### src/rtl/riscv_pkg.sv
// riscv_pkg: shared types for the memory-stage load/store unit.
//   mem_oper_t  : memory operation encoding (MEM_NOP = no operation)
//   exc_t       : exception cause codes
//   lsu_state_e : load/store sequencer FSM states
//   helpers     : access size, load/store classification, alignment check
package riscv_pkg;

    typedef enum logic [3:0] {
        MEM_NOP = 4'd0,
        MEM_LB  = 4'd1,
        MEM_LH  = 4'd2,
        MEM_LW  = 4'd3,
        MEM_LBU = 4'd4,
        MEM_LHU = 4'd5,
        MEM_SB  = 4'd6,
        MEM_SH  = 4'd7,
        MEM_SW  = 4'd8
    } mem_oper_t;

    typedef enum logic [4:0] {
        INSTR_ADDR_MISALIGNED     = 5'd0,
        ILLEGAL_INSTR             = 5'd2,
        BREAKPOINT                = 5'd3,
        LOAD_ADDR_MISALIGNED      = 5'd4,
        STORE_AMO_ADDR_MISALIGNED = 5'd6
    } exc_t;

    typedef enum logic [1:0] {
        LSU_IDLE,
        LSU_REQ,
        LSU_WAIT
    } lsu_state_e;

    // 2'b00 byte, 2'b01 half, 2'b10 word
    function automatic logic [1:0] mem_oper_size(input mem_oper_t oper);
        case (oper)
            MEM_LB, MEM_LBU, MEM_SB: mem_oper_size = 2'b00;
            MEM_LH, MEM_LHU, MEM_SH: mem_oper_size = 2'b01;
            default:                 mem_oper_size = 2'b10;
        endcase
    endfunction

    function automatic logic mem_is_store(input mem_oper_t oper);
        mem_is_store = (oper == MEM_SB) || (oper == MEM_SH) || (oper == MEM_SW);
    endfunction

    function automatic logic mem_is_load(input mem_oper_t oper);
        mem_is_load = (oper != MEM_NOP) && !mem_is_store(oper);
    endfunction

    function automatic logic mem_aligned(input mem_oper_t oper, input logic [1:0] off);
        case (mem_oper_size(oper))
            2'b00:   mem_aligned = 1'b1;
            2'b01:   mem_aligned = !off[0];
            default: mem_aligned = (off == 2'b00);
        endcase
    endfunction

endpackage

### src/rtl/lsu_align.sv
// lsu_align: combinational lane logic for the load/store unit.
//   Request side : req_oper_i/req_off_i/wdata_i -> be_o (byte enables),
//                  wdata_o (store data replicated to every lane).
//   Response side: rsp_oper_i/rsp_off_i/rdata_i -> rdata_o (selected byte/half
//                  shifted down and sign- or zero-extended).
module lsu_align
    import riscv_pkg::*;
(
    input  logic [3:0]  req_oper_i,
    input  logic [1:0]  req_off_i,
    input  logic [31:0] wdata_i,
    output logic [3:0]  be_o,
    output logic [31:0] wdata_o,
    input  logic [3:0]  rsp_oper_i,
    input  logic [1:0]  rsp_off_i,
    input  logic [31:0] rdata_i,
    output logic [31:0] rdata_o
);

    mem_oper_t   req_oper;
    mem_oper_t   rsp_oper;
    logic [31:0] rsh;

    assign req_oper = mem_oper_t'(req_oper_i);
    assign rsp_oper = mem_oper_t'(rsp_oper_i);

    always_comb begin
        be_o    = 4'b1111;
        wdata_o = wdata_i;
        case (mem_oper_size(req_oper))
            2'b00: begin
                be_o    = 4'b0001 << req_off_i;
                wdata_o = {4{wdata_i[7:0]}};
            end
            2'b01: begin
                be_o    = 4'b0011 << req_off_i;
                wdata_o = {2{wdata_i[15:0]}};
            end
            default: begin
                be_o    = 4'b1111;
                wdata_o = wdata_i;
            end
        endcase
    end

    always_comb begin
        rsh     = rdata_i >> {rsp_off_i, 3'b000};
        rdata_o = rdata_i;
        case (rsp_oper)
            MEM_LB:  rdata_o = {{24{rsh[7]}}, rsh[7:0]};
            MEM_LBU: rdata_o = {24'h0, rsh[7:0]};
            MEM_LH:  rdata_o = {{16{rsh[15]}}, rsh[15:0]};
            MEM_LHU: rdata_o = {16'h0, rsh[15:0]};
            default: rdata_o = rdata_i;
        endcase
    end

endmodule

### src/rtl/lsu_ctrl.sv
// lsu_ctrl: load/store sequencer between the memory stage and a single-port
// req/gnt/rvalid data bus. One outstanding transaction at most.
//   Pipeline side: req_valid_i, mem_oper_i, addr_i, wdata_i, flush_i in;
//                  busy_o (stall), rdata_o/rvalid_o (load result pulse),
//                  misalign_o/exc_code_o (exception pulse) out.
//   Bus side     : bus_req_o, bus_we_o, bus_be_o, bus_addr_o, bus_wdata_o out;
//                  bus_gnt_i, bus_rvalid_i, bus_rdata_i in.
module lsu_ctrl
    import riscv_pkg::*;
#(
    parameter int ADDR_W = 32,
    parameter int DATA_W = 32
) (
    input  logic              clk_i,
    input  logic              rst_i,
    input  logic              req_valid_i,
    input  logic [3:0]        mem_oper_i,
    input  logic [ADDR_W-1:0] addr_i,
    input  logic [31:0]       wdata_i,
    input  logic              flush_i,
    output logic              busy_o,
    output logic [31:0]       rdata_o,
    output logic              rvalid_o,
    output logic              misalign_o,
    output logic [4:0]        exc_code_o,
    output logic              bus_req_o,
    output logic              bus_we_o,
    output logic [3:0]        bus_be_o,
    output logic [ADDR_W-1:0] bus_addr_o,
    output logic [31:0]       bus_wdata_o,
    input  logic              bus_gnt_i,
    input  logic              bus_rvalid_i,
    input  logic [31:0]       bus_rdata_i
);

    if (DATA_W != 32) begin : g_data_w_check
        $error("lsu_ctrl: DATA_W must be 32");
    end

    lsu_state_e        state_q, state_d;
    mem_oper_t         oper_q, oper_d;
    logic [1:0]        off_q, off_d;
    logic              drop_q, drop_d;
    logic [ADDR_W-1:0] addr_q, addr_d;
    logic              we_q, we_d;
    logic [3:0]        be_q, be_d;
    logic [31:0]       wdata_q, wdata_d;
    logic              rvalid_q, rvalid_d;
    logic [31:0]       rdata_q, rdata_d;
    logic              misalign_q, misalign_d;
    exc_t              exc_q, exc_d;

    mem_oper_t   oper_in;
    logic        accept;
    logic        aligned;
    logic [3:0]  be_req;
    logic [31:0] wdata_req;
    logic [31:0] rdata_ext;

    assign oper_in = mem_oper_t'(mem_oper_i);
    assign accept  = req_valid_i && (oper_in != MEM_NOP) && (state_q == LSU_IDLE) && !flush_i;
    assign aligned = mem_aligned(oper_in, addr_i[1:0]);

    lsu_align u_align (
        .req_oper_i (mem_oper_i),
        .req_off_i  (addr_i[1:0]),
        .wdata_i    (wdata_i),
        .be_o       (be_req),
        .wdata_o    (wdata_req),
        .rsp_oper_i (oper_q),
        .rsp_off_i  (off_q),
        .rdata_i    (bus_rdata_i),
        .rdata_o    (rdata_ext)
    );

    always_comb begin
        state_d    = state_q;
        oper_d     = oper_q;
        off_d      = off_q;
        drop_d     = drop_q;
        addr_d     = addr_q;
        we_d       = we_q;
        be_d       = be_q;
        wdata_d    = wdata_q;
        rvalid_d   = 1'b0;
        rdata_d    = rdata_q;
        misalign_d = 1'b0;
        exc_d      = INSTR_ADDR_MISALIGNED;

        case (state_q)
            LSU_IDLE: begin
                if (accept) begin
                    if (aligned) begin
                        oper_d  = oper_in;
                        off_d   = addr_i[1:0];
                        drop_d  = 1'b0;
                        addr_d  = {addr_i[ADDR_W-1:2], 2'b00};
                        we_d    = mem_is_store(oper_in);
                        be_d    = be_req;
                        wdata_d = wdata_req;
                        state_d = LSU_REQ;
                    end else begin
                        misalign_d = 1'b1;
                        exc_d      = mem_is_store(oper_in) ? STORE_AMO_ADDR_MISALIGNED
                                                           : LOAD_ADDR_MISALIGNED;
                    end
                end
            end
            LSU_REQ: begin
                // A grant coinciding with flush is already committed on the
                // bus, so the response must still be absorbed.
                if (bus_gnt_i) begin
                    state_d = LSU_WAIT;
                    drop_d  = flush_i;
                end else if (flush_i) begin
                    state_d = LSU_IDLE;
                end
            end
            LSU_WAIT: begin
                if (bus_rvalid_i) begin
                    state_d = LSU_IDLE;
                    drop_d  = 1'b0;
                    if (mem_is_load(oper_q) && !drop_q && !flush_i) begin
                        rvalid_d = 1'b1;
                        rdata_d  = rdata_ext;
                    end
                end else if (flush_i) begin
                    drop_d = 1'b1;
                end
            end
            default: state_d = LSU_IDLE;
        endcase
    end

    always_ff @(posedge clk_i or posedge rst_i) begin
        if (rst_i) begin
            state_q    <= LSU_IDLE;
            oper_q     <= MEM_NOP;
            off_q      <= '0;
            drop_q     <= 1'b0;
            addr_q     <= '0;
            we_q       <= 1'b0;
            be_q       <= '0;
            wdata_q    <= '0;
            rvalid_q   <= 1'b0;
            rdata_q    <= '0;
            misalign_q <= 1'b0;
            exc_q      <= INSTR_ADDR_MISALIGNED;
        end else begin
            state_q    <= state_d;
            oper_q     <= oper_d;
            off_q      <= off_d;
            drop_q     <= drop_d;
            addr_q     <= addr_d;
            we_q       <= we_d;
            be_q       <= be_d;
            wdata_q    <= wdata_d;
            rvalid_q   <= rvalid_d;
            rdata_q    <= rdata_d;
            misalign_q <= misalign_d;
            exc_q      <= exc_d;
        end
    end

    assign busy_o      = (state_q != LSU_IDLE) || (accept && aligned);
    assign bus_req_o   = (state_q == LSU_REQ);
    assign bus_we_o    = we_q;
    assign bus_be_o    = be_q;
    assign bus_addr_o  = addr_q;
    assign bus_wdata_o = wdata_q;
    assign rvalid_o    = rvalid_q;
    assign rdata_o     = rdata_q;
    assign misalign_o  = misalign_q;
    assign exc_code_o  = exc_q;

endmodule

### config.mk
export PLATFORM = sky130hd
export DESIGN_NAME = lsu_ctrl
export DESIGN_NICKNAME = d
export VERILOG_FILES = /design/src/rtl/riscv_pkg.sv /design/src/rtl/lsu_align.sv /design/src/rtl/lsu_ctrl.sv
export SDC_FILE = /design/constraint.sdc
export NUM_CORES = 1
export LEC_CHECK = 0
export BUFFER_PORTS_ARGS = -buffer_cell sky130_fd_sc_hd__buf_4
export CAP_MARGIN = 20
export CORE_MARGIN = 10
export CORE_UTILIZATION = 30
export CTS_BUF_LIST = sky130_fd_sc_hd__clkbuf_2 sky130_fd_sc_hd__clkbuf_4 sky130_fd_sc_hd__clkbuf_8
export DETAILED_ROUTE_END_ITERATION = 16
export HOLD_SLACK_MARGIN = 0.15
export PLACE_DENSITY = 0.65
export SETUP_SLACK_MARGIN = 0.4
export SLEW_MARGIN = 10
export SYNTH_ARGS = -nofsm -noshare
export SYNTH_HDL_FRONTEND = slang
export SYNTH_SLANG_ARGS = --single-unit
### constraint.sdc
create_clock -name clk_i -period 5.73 [get_ports clk_i]
set_input_delay 0.573 -clock clk_i [delete_from_list [all_inputs] [get_ports clk_i]]
set_output_delay 0.573 -clock clk_i [all_outputs]
set_load 0.01 [all_outputs]
==> summary.txt <==
Outcome
  • Outcome: finished, final reports clean

Cells and area
  • Area Overhead vs Synth: 34.3%
  • N_diodes: 0
  • Leading cell type in the layout, fill and taps excluded: buf_4
  • Nets: 898
  • Commonest non-fill, non-tap cells in the layout: buf_4 (214), nand2_1 (192), dfrtp_1 (111)
  • Fillcell total: 1830
  • Ratio of cells with drive above 1 in the final layout: 31.9%

Critical path
  • FF-to-FF setup slack: 3.09 ns
  • Reg2reg start: state_q[0]
  • Crit end category: flop
  • WP data required: 6.03 ns
  • CP startpoint kind: flop
  • Crit path DAT: 2.93 ns
  • Critical path's largest stage delay: 0.53 ns
  • Critical-path top delay cell: buf_4
  • CP Cell Sequence: inv_1, ha_1, nand3b_1, nor2_1, o21a_2, buf_4, o221ai_1, o21a_1
  • CP Class: flop to flop
  • Crit Path Max Fanout: 58
  • Capturing point of the worst reg2reg path: bus_be_o[1]
  • Worst reg2reg path depth: 8

Detailed routing
  • Per-cell routed wire length: 17.5 microns
  • DRC: 0
  • Number of routed nets with antenna violations: 0
  • Vias per inst: 4.71
  • Vias: 4814
  • Detailed Routing Iterations Pass 1: 4
  • Wirelength, routed: 17900 microns
  • Starting DRT DRC Count: 174

Clock tree
  • CTS clock-pin slew for the worst setup and hold paths: 0.12 ns
  • CTS tree: yes
  • CTS buffer count: 9
  • Clk_lat worst skew: 0.39 ns
  • H-tree depth: 3
  • Post-CTS Resized: 0
  • CTS max path bufs: 2
  • Num Clock Sinks: 111
  • Clk Tree Root Cell: clkbuf_8
  • Hold buffer count at CTS: 0
  • Post-CTS Setup Bufs: 0

Global route
  • Largest net degree at the start of global routing: 83
  • GRT Overall Usage: 14.7%
  • Initial antenna violation count: 0
  • Total grt overflow: 0
  • Number of global-route vias before repair: 5040
  • First-pass GRT wire length: 28500 microns

STA
  • Final Hold Viols: 0
  • Max-slew violations: 0
  • Tmin final: 2.64 ns
  • Final period util: 46.0%
  • Setup TNS: 0 ns
  • Normalized max-slew margin: 31.9%
  • Clock skew: 0.0137 ns
  • RSZ-0062 raised after global routing: no
  • Setup violators final: 0
  • FMAX: 379 MHz
  • Worst-Margin Slew: 1.02 ns

Min path
  • Min-delay src: addr_i[12]
  • Hold WC Path Type: primary input to flop
  • Hold depth: 3
  • Worst Hold Path EP: bus_addr_o[12]

Logic synthesis
  • Post-synth EDFFs: 0
  • Synth Flop Type: dfrtp_1
  • Mapped Cells: 600
  • Synth cell types: 51
  • Asr flop ratio synth: 100%
  • Mapped Area: 5430 sq um
  • Seq/Total Area, Yosys: 51.2%
  • Synth Area per Inst: 9.05 sq um
  • Synth Warn #: 0
  • Synth Register Bits: 111

Power
  • Pwr dens: 494 nW/um^2
  • Overall power: 3600 uW
  • Lkg Pwr: 0.00360 uW
  • Maximum vdd ir drop: 0.000233 V

Flow run
  • MaxCap Viol Count: 0

Die
  • Die X: 155 microns
  • Area of the core: 17900 sq um
  • DIE HEIGHT: 155 microns
  • Cell Rows: 49
  • DIE AREA: 23900 sq um
  • IO Count: 216
  • Initial Util: 30.3%

Place
  • Detailed placer's ending HPWL: 13400 microns
  • IO Port Bufs: 210
  • GP Congestion: 0.806
[worst max-delay path by stage]
stage                              from              to  slack [ns]  depth (start not counted)
after floorplan                   rst_i  bus_addr_o[10]        2.23                          1
after detailed placement  mem_oper_i[3]      state_q[0]        3.02                          7
final                        state_q[0]     bus_be_o[1]        3.09                          8
after global placement    mem_oper_i[3]      state_q[0]        3.04                          7
after global routing         state_q[1]     bus_be_o[1]        2.88                          8
after CTS                    state_q[0]     bus_be_o[1]        3.05                          8
[cells in the mapped netlist (all sizes together), types with 2 or more instances]
| cell | number | area, sq um |
|---|---|---|
| mux2i | 26 | 260 |
| o2bb2ai | 7 | 61.3 |
| a211oi | 9 | 72.6 |
| nand2b | 5 | 31.3 |
| nor4 | 4 | 25.0 |
| ha | 5 | 62.6 |
| o22ai | 5 | 31.3 |
| o21ai | 40 | 208 |
| nor3 | 9 | 45.0 |
| a31oi | 5 | 46.3 |
| clkbuf | 13 | 48.8 |
| a221oi | 7 | 105 |
| nor2 | 57 | 219 |
| buf | 29 | 213 |
| dfrtp | 111 | 2780 |
| or3b | 3 | 28.8 |
| mux2 | 3 | 37.5 |
| nand3 | 2 | 10.0 |
| nand2 | 192 | 721 |
| nand3b | 2 | 15.0 |
| a21oi | 37 | 211 |
| nor2b | 2 | 12.5 |
| o21a | 2 | 15.0 |
| inv | 10 | 37.5 |
[power by group]
group          internal, uW  switching [uW]  total (uW)  leakage [uW]
Combinational           810             846        1660       0.00214
Clock                   215             292         507      0.000103
Sequential             1150             288        1440       0.00136
Total                  2180            1430        3600       0.00360
[registers in the layout, indices dropped and copies added (netlist names), 2 cells and up]
register,count
bus_wdata_o,32
rdata_o,32
bus_addr_o,30
bus_be_o,4
oper_q,4
off_q,2
state_q,2
[critical path, delay by kind of cell, from the launching register on]
| kind | cells | cell delay (ns) |
|---|---|---|
| fa+ha+maj | 1 | 0.29 |
| buf+inv | 2 | 0.65 |
| compound gates | 3 | 0.66 |
| simple gates | 2 | 0.50 |
| flops | 1 | 0.43 |
[metrics by stage]
stage | std cells | worst slack, ns | util [%] | hold WS, ns | area, sq um
CTS | 1021 | 3.05 | 40.7 | 0.330 | 7290
detailed placement | 1005 | 3.02 | 39.6 | 0.463 | 7090
floorplan | 604 | 2.23 | - | 0.450 | 5440
global route | 1021 | 2.88 | 40.7 | 0.339 | 7290
global placement | 1005 | 3.04 | 39.6 | 0.459 | 7090
finish | 1021 | 3.09 | 40.7 | 0.358 | 7290
[routing by layer]
metal | GRT usage, % | share of wire [%] | vias to the layer above
li1 | - | - | 2371
met5 | 0 | 0 | -
met1 | 18.4 | 43 | 2239
met2 | 21.4 | 43 | 188
met3 | 7.40 | 12 | 16
met4 | 5.13 | 1.9 | 0
[final cells by class]
cell class                      count  area, sq um  area share, %
Clock buffer                       10          131           1.80
Multi-Input combinational cell    441         2380           32.6
Sequential cell                   111         2780           38.1
Inverter                           10         40.0          0.549
Clock inverter                      6         75.1           1.03
Tap cell                          229          287           3.93
Timing Repair Buffer              214         1610           22.0
[kinds of logic after synthesis]
logic type,count (synthesis),share of synthesized area (%)
compound gates,122,15.4
fa+ha+maj,5,1.15
simple gates,279,20.8
buf+inv,52,5.51
other cells,1,0.0691
flops,111,51.2
mux,30,5.90
No activity file was read; power rests on OpenSTA's default activity.
